### config.mk
export PLATFORM = sky130hd
export DESIGN_NAME = booth_sign_pipe
export DESIGN_NICKNAME = d
export VERILOG_FILES = /design/src/rtl/booth_sign_pipe.sv
export SDC_FILE = /design/constraint.sdc
export NUM_CORES = 1
export LEC_CHECK = 0
export CAP_MARGIN = 20
export CELL_PAD_IN_SITES_DETAIL_PLACEMENT = 0
export CELL_PAD_IN_SITES_GLOBAL_PLACEMENT = 2
export CORE_ASPECT_RATIO = 0.9
export CORE_MARGIN = 4
export CORE_UTILIZATION = 31
export CTS_CLUSTER_DIAMETER = 200
export CTS_CLUSTER_SIZE = 30
export DETAILED_ROUTE_END_ITERATION = 10
export PLACE_DENSITY_LB_ADDON = 0.15
export SLEW_MARGIN = 25
export SYNTH_ARGS = -nofsm -noshare
export SYNTH_HDL_FRONTEND = slang
export SYNTH_SLANG_ARGS = --single-unit
### constraint.sdc
create_clock -name clk -period 2.9 [get_ports clk]
set_clock_uncertainty 0.2 [all_clocks]
set_input_delay 0.29 -clock clk [delete_from_list [all_inputs] [get_ports clk]]
set_output_delay 0.29 -clock clk [all_outputs]
set_load 0.01 [all_outputs]
### src/rtl/booth_sign_pipe.sv
// booth_sign_pipe
//   Carries the product sign and zero flag of each Booth operand pair through
//   a DEPTH-stage pipeline that runs alongside the partial-product datapath.
//   Each accepted beat is stamped with a wrapping sequence tag.
//
// Ports
//   clk          clock, all state on the rising edge
//   reset        synchronous, active-high reset
//   in_valid     upstream beat valid
//   in_ready     beat accepted this cycle when in_valid & in_ready
//   in_a, in_b   LANES operands of W bits, lane i at [i*W +: W]
//   signed_mode  1 = two's complement operands, 0 = unsigned (sampled per beat)
//   flush        discard every in-flight beat; blocks acceptance this cycle
//   out_valid    output beat valid
//   out_ready    downstream accepts the output beat
//   out_sign     per-lane product sign
//   out_zero     per-lane product-is-zero flag
//   out_seq      sequence tag of the output beat
module booth_sign_pipe #(
  parameter int LANES = 4,
  parameter int W     = 8,
  parameter int DEPTH = 3,
  parameter int SEQW  = 8
) (
  input  logic                 clk,
  input  logic                 reset,
  input  logic                 in_valid,
  output logic                 in_ready,
  input  logic [LANES*W-1:0]   in_a,
  input  logic [LANES*W-1:0]   in_b,
  input  logic                 signed_mode,
  input  logic                 flush,
  output logic                 out_valid,
  input  logic                 out_ready,
  output logic [LANES-1:0]     out_sign,
  output logic [LANES-1:0]     out_zero,
  output logic [SEQW-1:0]      out_seq
);

  logic [LANES-1:0] lane_sign;
  logic [LANES-1:0] lane_zero;

  logic [DEPTH-1:0] vld;
  logic [DEPTH-1:0] load;
  logic [LANES-1:0] sign_q [DEPTH];
  logic [LANES-1:0] zero_q [DEPTH];
  logic [SEQW-1:0]  seq_q  [DEPTH];
  logic [SEQW-1:0]  seq_cnt;
  logic             accept;

  // Sign only matters for a non-zero product; unsigned operands never negate.
  always_comb begin
    lane_sign = '0;
    lane_zero = '0;
    for (int i = 0; i < LANES; i++) begin
      lane_zero[i] = (in_a[i*W +: W] == '0) | (in_b[i*W +: W] == '0);
      lane_sign[i] = signed_mode & (in_a[i*W+W-1] ^ in_b[i*W+W-1]) & ~lane_zero[i];
    end
  end

  // Stage k can take new contents when the output is being drained or any
  // stage from k to the end holds a bubble. Computed as a running OR from
  // the output end so no bit depends on another bit of the same vector.
  always_comb begin
    logic room;
    room = out_ready;
    load = '0;
    for (int k = DEPTH-1; k >= 0; k--) begin
      room    = room | ~vld[k];
      load[k] = room;
    end
  end

  assign in_ready = ~flush & load[0];
  assign accept   = in_valid & in_ready;

  always_ff @(posedge clk) begin
    if (reset) begin
      vld     <= '0;
      seq_cnt <= '0;
      for (int k = 0; k < DEPTH; k++) begin
        sign_q[k] <= '0;
        zero_q[k] <= '0;
        seq_q[k]  <= '0;
      end
    end else begin
      if (load[0]) begin
        vld[0]    <= accept;
        sign_q[0] <= lane_sign;
        zero_q[0] <= lane_zero;
        seq_q[0]  <= seq_cnt;
      end
      for (int k = 1; k < DEPTH; k++) begin
        if (load[k]) begin
          vld[k]    <= vld[k-1];
          sign_q[k] <= sign_q[k-1];
          zero_q[k] <= zero_q[k-1];
          seq_q[k]  <= seq_q[k-1];
        end
      end
      // Data registers keep stale values; only the valids are dropped.
      if (flush) begin
        vld <= '0;
      end
      if (accept) begin
        seq_cnt <= seq_cnt + SEQW'(1);
      end
    end
  end

  assign out_valid = vld[DEPTH-1];
  assign out_sign  = sign_q[DEPTH-1];
  assign out_zero  = zero_q[DEPTH-1];
  assign out_seq   = seq_q[DEPTH-1];

endmodule

# Yosys cells after proc, flatten, opt, wreduce, memory -nomap -nowiden
# Memories as Yosys holds them, arrays and structs flattened.
# Index checks and enable logic that the tools add are counted.
# Widths: inputs -> output; s select.
# totals
mem_count	3
reg_bits	11
in_bits	70
output_inout_bits	18
elab_cells	75
latchBits	0
mem_bits_ro	0
mem_bits_rw	48
# mem_list
memory	depth	word_bits	rd	rd_ports_with_merged_regs	write_ports	line_no	rtl
seq_q	3	8	3	0	3	47	logic [SEQW-1:0] seq_q [DEPTH];
sign_q	3	4	3	0	3	45	logic [LANES-1:0] sign_q [DEPTH];
zero_q	3	4	3	0	3	46	logic [LANES-1:0] zero_q [DEPTH];
# op_classes
magnitude_cmp	0
mux	20
div_mod_pow	0
mul	0
reduce_logical	9
shifts	0
bitwise_logic	38
n_eq_ne	0
addsub	1
# op_table
operator	n
$logic_not 8->1	8
$mux 4	6
$mux 8	3
$or 1x1->1	16
$mux 1	11
$and 1x1->1	10
$add 8x1->8 const B	1
$not 1->1	8
$xor 1x1->1	4
$reduce_or 2->1	1

# Depth between registers and ports, before layout
# Gate-level depths: netlist of the first run.
# depth
word_depth	8
depth_mapped	5
ltp_nobuf	4

# Worst setup path before layout of the first run
# No wires, ideal clock.
# synth_path
path_kind	input to register
from	input port reset
to	memory seq_q[1][2] (netlist: seq_q[0][10]), enable pin
path_slack_ps	1064
arrival_ps	1220
stages	4
required_ps	2284
n_path_buf	2
setup_ps	416
path_cell_list	inv_2 -> clkbuf_1 -> clkbuf_1 -> nand3_1
# synth_rtl
element	line_no	rtl
start: declaration	26	input logic reset,
end: declaration	47	

# Final worst setup path of the first run
# layout_path
from	input port out_ready
to	output port in_ready
# layout_between
elab_chain_cells	4
# layout_lines
element	line_no	rtl
start: declaration	34	input logic out_ready,
$or 1x1->1 (3 in a row)	69	room = room | ~vld[k];
$and 1x1->1	74	assign in_ready = ~flush & load[0];
end: declaration	28	output logic in_ready,
# Every way passes these cells.

==> summary.md, run 1 <==
| Metric | Value |
|---|---|
| Num CTS Buffers | 9 |
| Syn Nets | 284 |
| GPL Wtd Cong | 0.707 |
| Met2 usage | 16.4% |
| Placeable Area | between 8000 and 9000 um2 |
| Initial DRT Pass Iterations | 4 |
| Initial antenna violation count | 0 |
| Synth Instances | 213 |
| GR peak layer | met2 |
| Antenna cell count | 0 |
| Root buf cell | clkbuf_8 |
| Clock slew at reported path FFs | 0.07 ns |
| Slew @ Worst Pin | 0.631 ns |
| Crit path from | out_ready |
| Die area | approximately 10000 um2 |
| Synth Cell Area | about 2600 um2 |
| Arr. time, crit path | about 1.7 ns |
| Pins Over Slew Limit | 0 |
| Number of vias per cell | 4.61 |
| #FFs+latches synth | 59 |
| Maximum VDD drop | 0.000249 V |
| Clock period minus worst slack | between 2 and 2.5 ns |
| Unrepaired setup endpoints after global routing | no |
| Clock Latency Late Sink | between 0.3 and 0.4 ns |
| Max H-tree Level | 3 |
| Port bufs | 87 |
| Drt wl/cell | 13.0 um |
| Post-route DRC | 0 |
| Final Setup Violations | 0 |
| Ys Warns | 0 |
| Nets | 359 |
| TritonCTS clock tree | built |
| CTS resizes | 0 |
| Sum of negative setup slack | 0 ns |
| Register-to-Register Setup Slack | 1.11 ns |
| Register-to-Register Path Depth | 2 |
| Hold path cells | 2 |
| WP data required | 2.41 ns |
| Area of the multi-input gates | 800 um2 |
| Status | finished clean |
| Via Count | 1880 |
| Largest net degree at the start of global routing | 42 |
| Worst hold endpoint | seq_cnt[6] |
| Yosys cell types | 27 |
| DIE WIDTH | 105 um |
| Clock Path Buffers | 2 |
| Reg2reg start | vld[1] |
| Vias in the first global route | 1829 |
| Max-slew headroom | 57.8% |
| GR Util met3 | 5.69% |
| Seq. cell area | 1660 um2 |
| Worst setup EP type | output port |
| Final HPWL DP | 4010 um |
| Die Y | approximately 96 um |
| Reg2reg end | sign_q[0][3] |
| Post-Route WL | 5310 um |
| Initial Util | roughly 32% |
| # hold bufs at CTS | 0 |
| Fin crit share | between 70% and 80% |
| Fill cell count | approximately 740 |
| Share of layout cells above drive strength 1 | ~8.5% |
| Postcts setup bufs | 0 |
| Crit start category | primary input |
| Max-cap violations | 0 |
| HP Start | seq_cnt[6] |
| Seq/Total Area, Yosys | 63.0% |
| Mean Syn Cell Area | 12.4 um2 |
| Crit-path max FO | 14 |
| Final Hold Viols | 0 |
| # IOs | 88 |
| First-pass GRT wire length | 8500 um |
| CP Class | in2out |
| Gr ovfl total | 0 |
| Min-delay worst type | reg2reg |
| Leak pwr | around 1.5 nW |
| Final Total Pwr | 1.96 mW |
| Iteration-0 DRC Markers | between 100 and 150 |
| Layout area overhead | 42.5% |
| Fmax achieved | 448 MHz |
| Post-DRT Antenna Nets | 0 |
| PwrDens | 521 nW/um2 |
| Met1 usage in global routing | between 10% and 20% |
| GRT Resource Usage Total | 10.9% |
| Row count | 31 |
| Clock Sinks | around 60 |
## stage by stage
stage	instances	hold slack [ns]	setup WS (ns)	instance area, um2	utilization, %
finish	408	0.310	0.669	3760	45.9
global route	408	0.318	0.592	3760	45.9
CTS	408	0.304	0.657	3760	45.9
detailed placement	392	0.295	0.651	3520	43.0
global placement	392	0.292	0.672	3520	43.0
floorplan	213	0.261	1.06	2640	-
## routing by layer
layer / share of wire [%] / wire, um
met5: 0 / 0
met3: 9.2 / 491
met1: 46 / 2440
met4: 1.1 / 60
met2: 44 / 2320
## state kept, by name, summed over array words and instances, names as in the netlist
signal and cells:
seq_cnt 8, seq_q 24, sign_q 12, vld 3, zero_q 12
## synth_stat cells
cell	instances	area, um2
nand4_1	2	12.5
xor2_1	4	35.0
a21oi_1	9	45.0
nor4_2	2	25.0
nor2_1	6	22.5
dfxtp_1	11	220
o31ai_1	4	30.0
nand4b_1	1	8.76
clkbuf_1	11	41.3
inv_2	1	3.75
buf_4	16	120
or4_1	4	30.0
nor4_1	16	100
buf_6	1	11.3
and3_1	40	250
nand3b_1	1	7.51
nand3_1	2	10.0
nor2b_1	4	25.0
mux2_1	3	33.8
edfxtp_1	48	1440
nor3b_2	1	12.5
ha_1	1	12.5
nor3_1	3	15.0
and4b_4	1	13.8
and4b_1	4	40.0
nand2_1	16	60.1
mux2i_1	1	10.0
## cell usage in the layout, fill, tap and decap left out, drive strengths merged, types with 5 or more instances in the layout
cell type / synthesis / final
clkdlybuf4s50: 0 / 87
a21oi: 9 / 9
and4b: 5 / 5
buf: 17 / 5
and3: 40 / 40
dfxtp: 11 / 11
edfxtp: 48 / 48
nor2: 6 / 6
nor4: 18 / 18
nand2: 16 / 16
clkbuf: 11 / 9
## how the worst max path moves through the flow
| stage | endpoint | slack, ns | cells after the start |
|---|---|---|---|
| after floorplan | seq_q[0][10] | 1.06 | 4 |
| after global placement | in_ready | 0.67 | 4 |
| after detailed placement | sign_q[0][2] | 0.65 | 3 |
| after CTS | in_ready | 0.66 | 4 |
| after global routing | in_ready | 0.59 | 4 |
| final | in_ready | 0.67 | 4 |
## cells by family (layout without fill, tap and decap cells)
| family | Yosys count | after routing | share of synthesized area (%) |
|---|---|---|---|
| AO/OA/AOI/OAI | 13 | 13 | 2.85 |
| XOR/XNOR | 4 | 4 | 1.33 |
| adder cells (fa/ha/maj) | 1 | 1 | 0.474 |
| buffers and inverters | 29 | 109 | 6.69 |
| flip-flops | 59 | 59 | 63.0 |
| multiplexers | 4 | 4 | 1.66 |
| AND/OR/NAND/NOR | 103 | 103 | 24.0 |
## area by class of cell
cell class,instances,share of cell area [%]
sequential,59,44.2
inverter,1,0.0999
clock buffer,9,3.30
tap,115,3.83
multi-input combinational,125,21.3
timing repair buffer,92,24.2
clock inverter,7,3.10
## critical path, stage by stage
cell,delay [ns]
clkdlybuf4s50_1,0.43
and4b_4,0.46
nor2_1,0.06
clkdlybuf4s50_1,0.49
## power breakdown
group | switching [mW] | total (mW) | internal (mW)
Clock | 0.323 | 0.892 | 0.569
Sequential | 0.00497 | 0.921 | 0.916
Combinational | 0.0417 | 0.144 | 0.102
Total | 0.370 | 1.96 | 1.59
Power figures use the tool's default switching activity.
==> run 2: changes to the inputs <==
- CORE_UTILIZATION: 31 -> 26
- clock period: 2.9 -> 1.8 ns (I/O delays scaled with it)
==> run 2 against run 1 <==
  * Clock-buffer cell count rose by 2
  * Critical path depth rose by 1
  * Via count rose by 0.90%
  * Register-to-register slack got worse by 1.0 ns
  * Non-clock buffer count rose by 12
  * Setup slack got worse by 0.60 ns
  * Sequential share of layout area fell by 2.2 points
  * Power rose by 78%
  * Die area rose by 18%
  * Critical endpoint is now seq_cnt[2]
==> summary.md, run 2 (same netlist as run 1, synthesis figures left out) <==
| Metric | Value |
|---|---|
| Final instance area | 3960 um2 (+5.4%) |
| Num CTS Buffers | 9 (unchanged) |
| Nets | 371 (+3.3%) |
| Die area | 11800 um2 (+18%) |
| Placeable Area | 9780 um2 (+20%) |
| Clock Sinks | 59 (unchanged) |
| Port bufs | 87 (unchanged) |
| Final Total Pwr | 3.49 mW (+78%) |
| Reg2reg start | vld[1] |
| Row count | 34 (+9.7%) |
| Post-Route WL | 5490 um (+3.4%) |
| Biggest regs | seq_q (24), sign_q (12), zero_q (12) |
| Placed cell areas | 3640 um2 (+3.5%) |
| Initial antenna violation count | 0 (unchanged) |
| Iteration-0 DRC Markers | 37 (-64%) |
| Register-to-Register Setup Slack | 0.06 ns (-1.05 ns) |
| HP Start | out_ready |
| Fin crit share | 96.4% |
| Most frequent cells in the layout | 85 x clkdlybuf4s50_1, 48 x edfxtp_1, 40 x and3_1 |
| TritonCTS clock tree | built |
| GRT Resource Usage Total | 9.72% (-1.2 points) |
| Slowest-stage cell, CP | or4_1 |
| Cells along the critical path | and4b_4 -> buf_4 -> buf_4 -> or4_1 -> a21oi_1 |
| Sum of negative setup slack | 0 ns (unchanged) |
| Hold path cells | 4 (+2) |
| Clock Path Buffers | 2 (unchanged) |
| Setup Slack @ Placement | -0.181 ns (-0.832 ns) |
| Max-slew headroom | 81.9% (+24 points) |
| Number of vias per cell | 4.40 (-4.5%) |
| Crit-path max FO | 10 (-4) |
| Drt wl/cell | 12.7 um (-2.1%) |
| Worst stage delay on the critical path | 0.46 ns (-0.03 ns) |
| Largest net degree at the start of global routing | 27 (-36%) |
| GPL Wtd Cong | 0.649 (-8.2%) |
| Min-delay worst type | in2reg |
| Leak pwr | 1.65 nW (+7.1%) |
| Register-to-Register Path Depth | 5 (+3) |
| Reg with most FFs | seq_q |
| Arr. time, crit path | 1.79 ns (+0.05 ns) |
| Clock slew at reported path FFs | 0.05 ns (-0.02 ns) |
| Clock Latency Late Sink | 0.32 ns (about the same) |
| Pins Over Slew Limit | 0 (unchanged) |
| Via Count | 1897 (+0.90%) |
| Most frequent CP cell | buf_4 |
| Initial Util | 27.0% (-5.3 points) |
| Fmax achieved | approximately 580 MHz |
| First-pass GRT wire length | 9000 um (+5.8%) |
| Min Hold Slack | 0.0548 ns (-0.255 ns) |
| Crit start category | flip-flop |
| Maximum VDD drop | 0.000442 V (+77%) |
| Clock period minus worst slack | ~1.7 ns |
| Post-DRT Antenna Nets | 0 (unchanged) |
| Initial DRT Pass Iterations | 4 (unchanged) |
| # IOs | 88 (unchanged) |
| Number of flip-flops in the largest register | 24 (unchanged) |
| Final Hold Viols | 0 (unchanged) |
| Root buf cell | clkbuf_16 |
| Gr ovfl total | 0 (unchanged) |
| Layout area overhead | 50.2% |
| Worst hold endpoint | vld[2] |
| PwrDens | 880 nW/um2 (+69%) |
| Share of layout cells above drive strength 1 | 12.8% (+4.3 points) |
| Status | finished clean |
| Max H-tree Level | 3 (unchanged) |
| Post-route DRC | 0 (unchanged) |
| WP data required | 1.85 ns (-0.56 ns) |
| CP Class | reg2reg |
| Max-cap violations | 0 (unchanged) |
| Reg2reg end | seq_cnt[2] |
| Final HPWL DP | 4240 um (+5.9%) |
| Commonest non-fill, non-tap cell in the layout | clkdlybuf4s50_1 |
| Final WS setup | 0.0644 ns (-0.605 ns) |
| Die Y | 104 um (+8.4%) |
| DIE WIDTH | 114 um (+8.5%) |
| Worst setup EP type | flip-flop |
| Vias in the first global route | 1884 (+3.0%) |
| Unrepaired setup endpoints after global routing | no |
| Antenna cell count | 0 (unchanged) |
| Final Setup Violations | 0 (unchanged) |
| Slew @ Worst Pin | 0.269 ns (-0.363 ns) |
[run 2: cell count changes in the layout (fill, tap and decap cells not counted), moves of 2 or more]
cell and delta:
buf_4 +10, clkbuf_16 +9, clkbuf_8 -9, dfxtp_1 -3
dfxtp_2 +3, buf_12 +2, clkbuf_1 +2, clkdlybuf4s50_1 -2
clkinv_4 -2
[run 2: timing repair]
item | in CTS | in global routing
hold buffers | 0 | 0
setup endpoints to repair | 1 | 3
gates resized for setup | 1 | 4
pin swaps | 1 | 1
buffers inserted | 1 | 0
[run 2: layer usage]
layer / vias up / global-route usage (%) / wire length, um
met3: 6 / 4.72 / 363
met4: 0 / 2.80 / 36
li1: 969 / - / -
met2: 70 / 14.5 / 2480
met5: - / 0 / 0
met1: 852 / 12.5 / 2610
[run 2: critical path: cells and delay by family (launching register included)]
kind | cells | cell delay [ns]
AOI/OAI and AO/OA | 1 | 0.14
buffers and inverters | 2 | 0.32
DFF | 1 | 0.34
and+or+nand+nor | 2 | 0.67
[run 2: per-stage QoR]
step	utilization (%)	instances
2_1_floorplan	-	213
3_3_place_gp	37.2	414
3_5_place_dp	37.2	414
4_1_cts	40.4	431
5_1_grt	40.5	431
6_report	40.5	431
[run 2: area by class of cell]
class | count | area [um2]
clock buffers | 11 | 233
fillers | 936 | 5820
inverters | 1 | 3.75
flip-flops and latches | 59 | 1670
multi-input cells | 125 | 800
clock inverters | 5 | 77.6
well taps | 126 | 158
repair buffers | 104 | 1020
[run 2: worst max path at each step]
stage               startpoint      endpoint  slack, ns  cells after the start
floorplan                reset  seq_q[0][10]       0.07                      4
CTS                  out_ready    seq_cnt[2]       0.04                      6
finish                  vld[1]    seq_cnt[2]       0.06                      5
detailed placement   out_ready      in_ready      -0.18                      4
global placement     out_ready      in_ready      -0.17                      4
global route            vld[1]    seq_cnt[2]      0.003                      5
[run 2: power by group]
part	internal [mW]	switching, mW	total (mW)
Combinational	0.170	0.0683	0.238
Sequential	1.48	0.00805	1.49
Clock	1.20	0.556	1.76
Total	2.85	0.632	3.49
==> run 3: changes to the inputs <==
--- a/constraint.sdc
+++ b/constraint.sdc
@@ -4,2 +4,2 @@
 set_output_delay 0.18 -clock clk [all_outputs]
-set_load 0.01 [all_outputs]
+set_load 0.005 [all_outputs]
==> run 3 against run 2 <==
  * Clock power fell by 17%
  * Clock-buffer cell count did not move
  * Design area fell by 1.6%
  * Global-route usage fell by 0.52 points
  * Core utilization fell by 0.64 points
  * Final cell count fell by 0.70%
  * Die area did not move
  * Critical path type is now in2reg
  * Critical endpoint is now seq_cnt[7]
  * Largest power group is now sequential cells
  * Highest routed layer unchanged
==> summary.md, run 3 (same netlist as run 1, synthesis figures left out) <==
| Metric | Value |
|---|---|
| Unrepaired setup endpoints after global routing | no |
| Met2 usage | 14.0% (-0.46 points) |
| HP Start | seq_cnt[6] |
| Number of vias per cell | 4.38 (-0.52%) |
| Fmax achieved | 582 MHz (+0.95%) |
| # hold bufs at CTS | 0 (unchanged) |
| Biggest regs | seq_q (24), sign_q (12), zero_q (12) |
| Most frequent cells in the layout | 86 x clkdlybuf4s50_1, 48 x edfxtp_1, 40 x and3_1 |
| Clock Path Buffers | 2 (unchanged) |
| Arr. time, crit path | 1.72 ns (-0.07 ns) |
| Vias in the first global route | 1818 (-3.5%) |
| Root buf cell | clkbuf_16 |
| Clock period minus worst slack | 1.72 ns (-0.0164 ns) |
| Max H-tree Level | 3 (unchanged) |
| Sum of negative setup slack | 0 ns (unchanged) |
| Die Y | 104 um (unchanged) |
| Setup Slack @ Placement | -0.169 ns (+0.0120 ns) |
| Max-cap violations | 0 (unchanged) |
| Final Setup Violations | 0 (unchanged) |
| WP data required | 1.80 ns (-0.05 ns) |
| Slew @ Worst Pin | 0.256 ns (-0.0121 ns) |
| Crit path from | out_ready |
| Pins Over Slew Limit | 0 (unchanged) |
| Fin crit share | 95.5% (-0.91 points) |
| Status | finished clean |
| Leak pwr | 1.61 nW (-2.6%) |
| DIE WIDTH | 114 um (unchanged) |
| Post-Route WL | 5270 um (-4.1%) |
| Antenna cell count | 0 (unchanged) |
| Nets | 368 (-0.81%) |
| Final Hold Viols | 0 (unchanged) |
| First-pass GRT wire length | 8480 um (-5.7%) |
| Initial DRT Pass Iterations | 4 (unchanged) |
| Share of layout cells above drive strength 1 | 11.3% (-1.5 points) |
| TritonCTS clock tree | built |
| GR peak layer | met2 |
| # IOs | 88 (unchanged) |
| Iteration-0 DRC Markers | 69 (+86%) |
| Initial antenna violation count | 0 (unchanged) |
| Number of flip-flops in the largest register | 24 (unchanged) |
| CP Class | in2reg |
| Final HPWL DP | 4030 um (-4.9%) |
| Row count | 34 (unchanged) |
| Clock slew at reported path FFs | 0.05 ns (about the same) |
| Maximum VDD drop | 0.000407 V (-7.8%) |
| GRT Resource Usage Total | 9.21% (-0.52 points) |
| Initial Util | 27.0% (unchanged) |
| Min-delay worst type | reg2reg |
| Reg with most FFs | seq_q |
| Final WS setup | 0.0808 ns (+0.0164 ns) |
| Gr ovfl total | 0 (unchanged) |
| Crit-path max FO | 13 (+3) |
| Met1 usage in global routing | 11.3% (-1.2 points) |
| Clock Sinks | 59 (unchanged) |
| Die area | 11800 um2 (unchanged) |
| Via Count | 1874 (-1.2%) |
| Worst setup EP type | flip-flop |
| Post-DRT Antenna Nets | 0 (unchanged) |
| Placeable Area | 9780 um2 (unchanged) |
| PwrDens | 817 nW/um2 (-7.2%) |
| Final Total Pwr | 3.19 mW (-8.6%) |
| Max-slew headroom | 82.7% (+0.82 points) |
| Num CTS Buffers | 9 (unchanged) |
| Drt wl/cell | 12.3 um (-3.4%) |
| Reg2reg start | vld[1] |
| Post-route DRC | 0 (unchanged) |
| GR Util met3 | 4.72% (unchanged) |
| Port bufs | 87 (unchanged) |
| Clock Latency Late Sink | 0.32 ns (about the same) |
| Crit start category | primary input |
| Layout area overhead | 47.8% |
| Commonest non-fill, non-tap cell in the layout | clkdlybuf4s50_1 |
| GPL Wtd Cong | 0.712 (+9.8%) |
| Largest net degree at the start of global routing | 32 (+19%) |
-- run 3: worst paths after layout --
check | to | slack [ns] | cells past startpoint
setup / recovery | seq_cnt[7] | 0.08 | 5
hold / removal | seq_cnt[6] | 0.31 | 2
setup reg to reg | seq_cnt[7] | 0.11 | 4
hold reg to reg | seq_cnt[6] | 0.31 | 2
-- run 3: worst max-delay path: stages --
cell and delay (ns):
clkdlybuf4s50_1 0.49, and4b_4 0.22, buf_4 0.18, nor4_2 0.30
mux2_1 0.34
-- run 3: layout make-up --
| cell class | count | area [um2] |
|---|---|---|
| Fill cell | 952 | 5890 |
| Sequential cell | 59 | 1660 |
| Timing Repair Buffer | 101 | 1010 |
| Multi-Input combinational cell | 125 | 800 |
| Clock buffer | 11 | 233 |
| Tap cell | 126 | 158 |
| Clock inverter | 5 | 30.0 |
| Inverter | 1 | 3.75 |
-- run 3: per-stage QoR --
step                instances  cell area (um2)  hold slack, ns  util (%)
CTS                       428             3900           0.303      39.8
global route              428             3900           0.338      39.8
detailed placement        411             3630           0.295      37.1
floorplan                 213             2640           0.151         -
finish                    428             3900           0.310      39.8
global placement          411             3630           0.295      37.1
-- run 3: repair_timing --
item | 4_1_cts | 5_1_grt
gates resized for setup | 1 | 1
pin swaps | 1 | 0
buffers inserted | 1 | 0
endpoints found under the setup margin | 1 | 1
-- run 3: where the power goes --
part / switching (mW) / internal (mW)
clock network: 0.543 / 0.920
registers: 0.00804 / 1.48
logic: 0.0655 / 0.169
total: 0.616 / 2.57
-- run 3: routing by layer --
layer / vias up / wire [um] / share of wire, %
met2: 62 / 2440 / 46
met3: 5 / 385 / 7.3
met4: 0 / 23 / 0.44
met5: - / 0 / 0
met1: 838 / 2420 / 46
li1: 969 / - / -
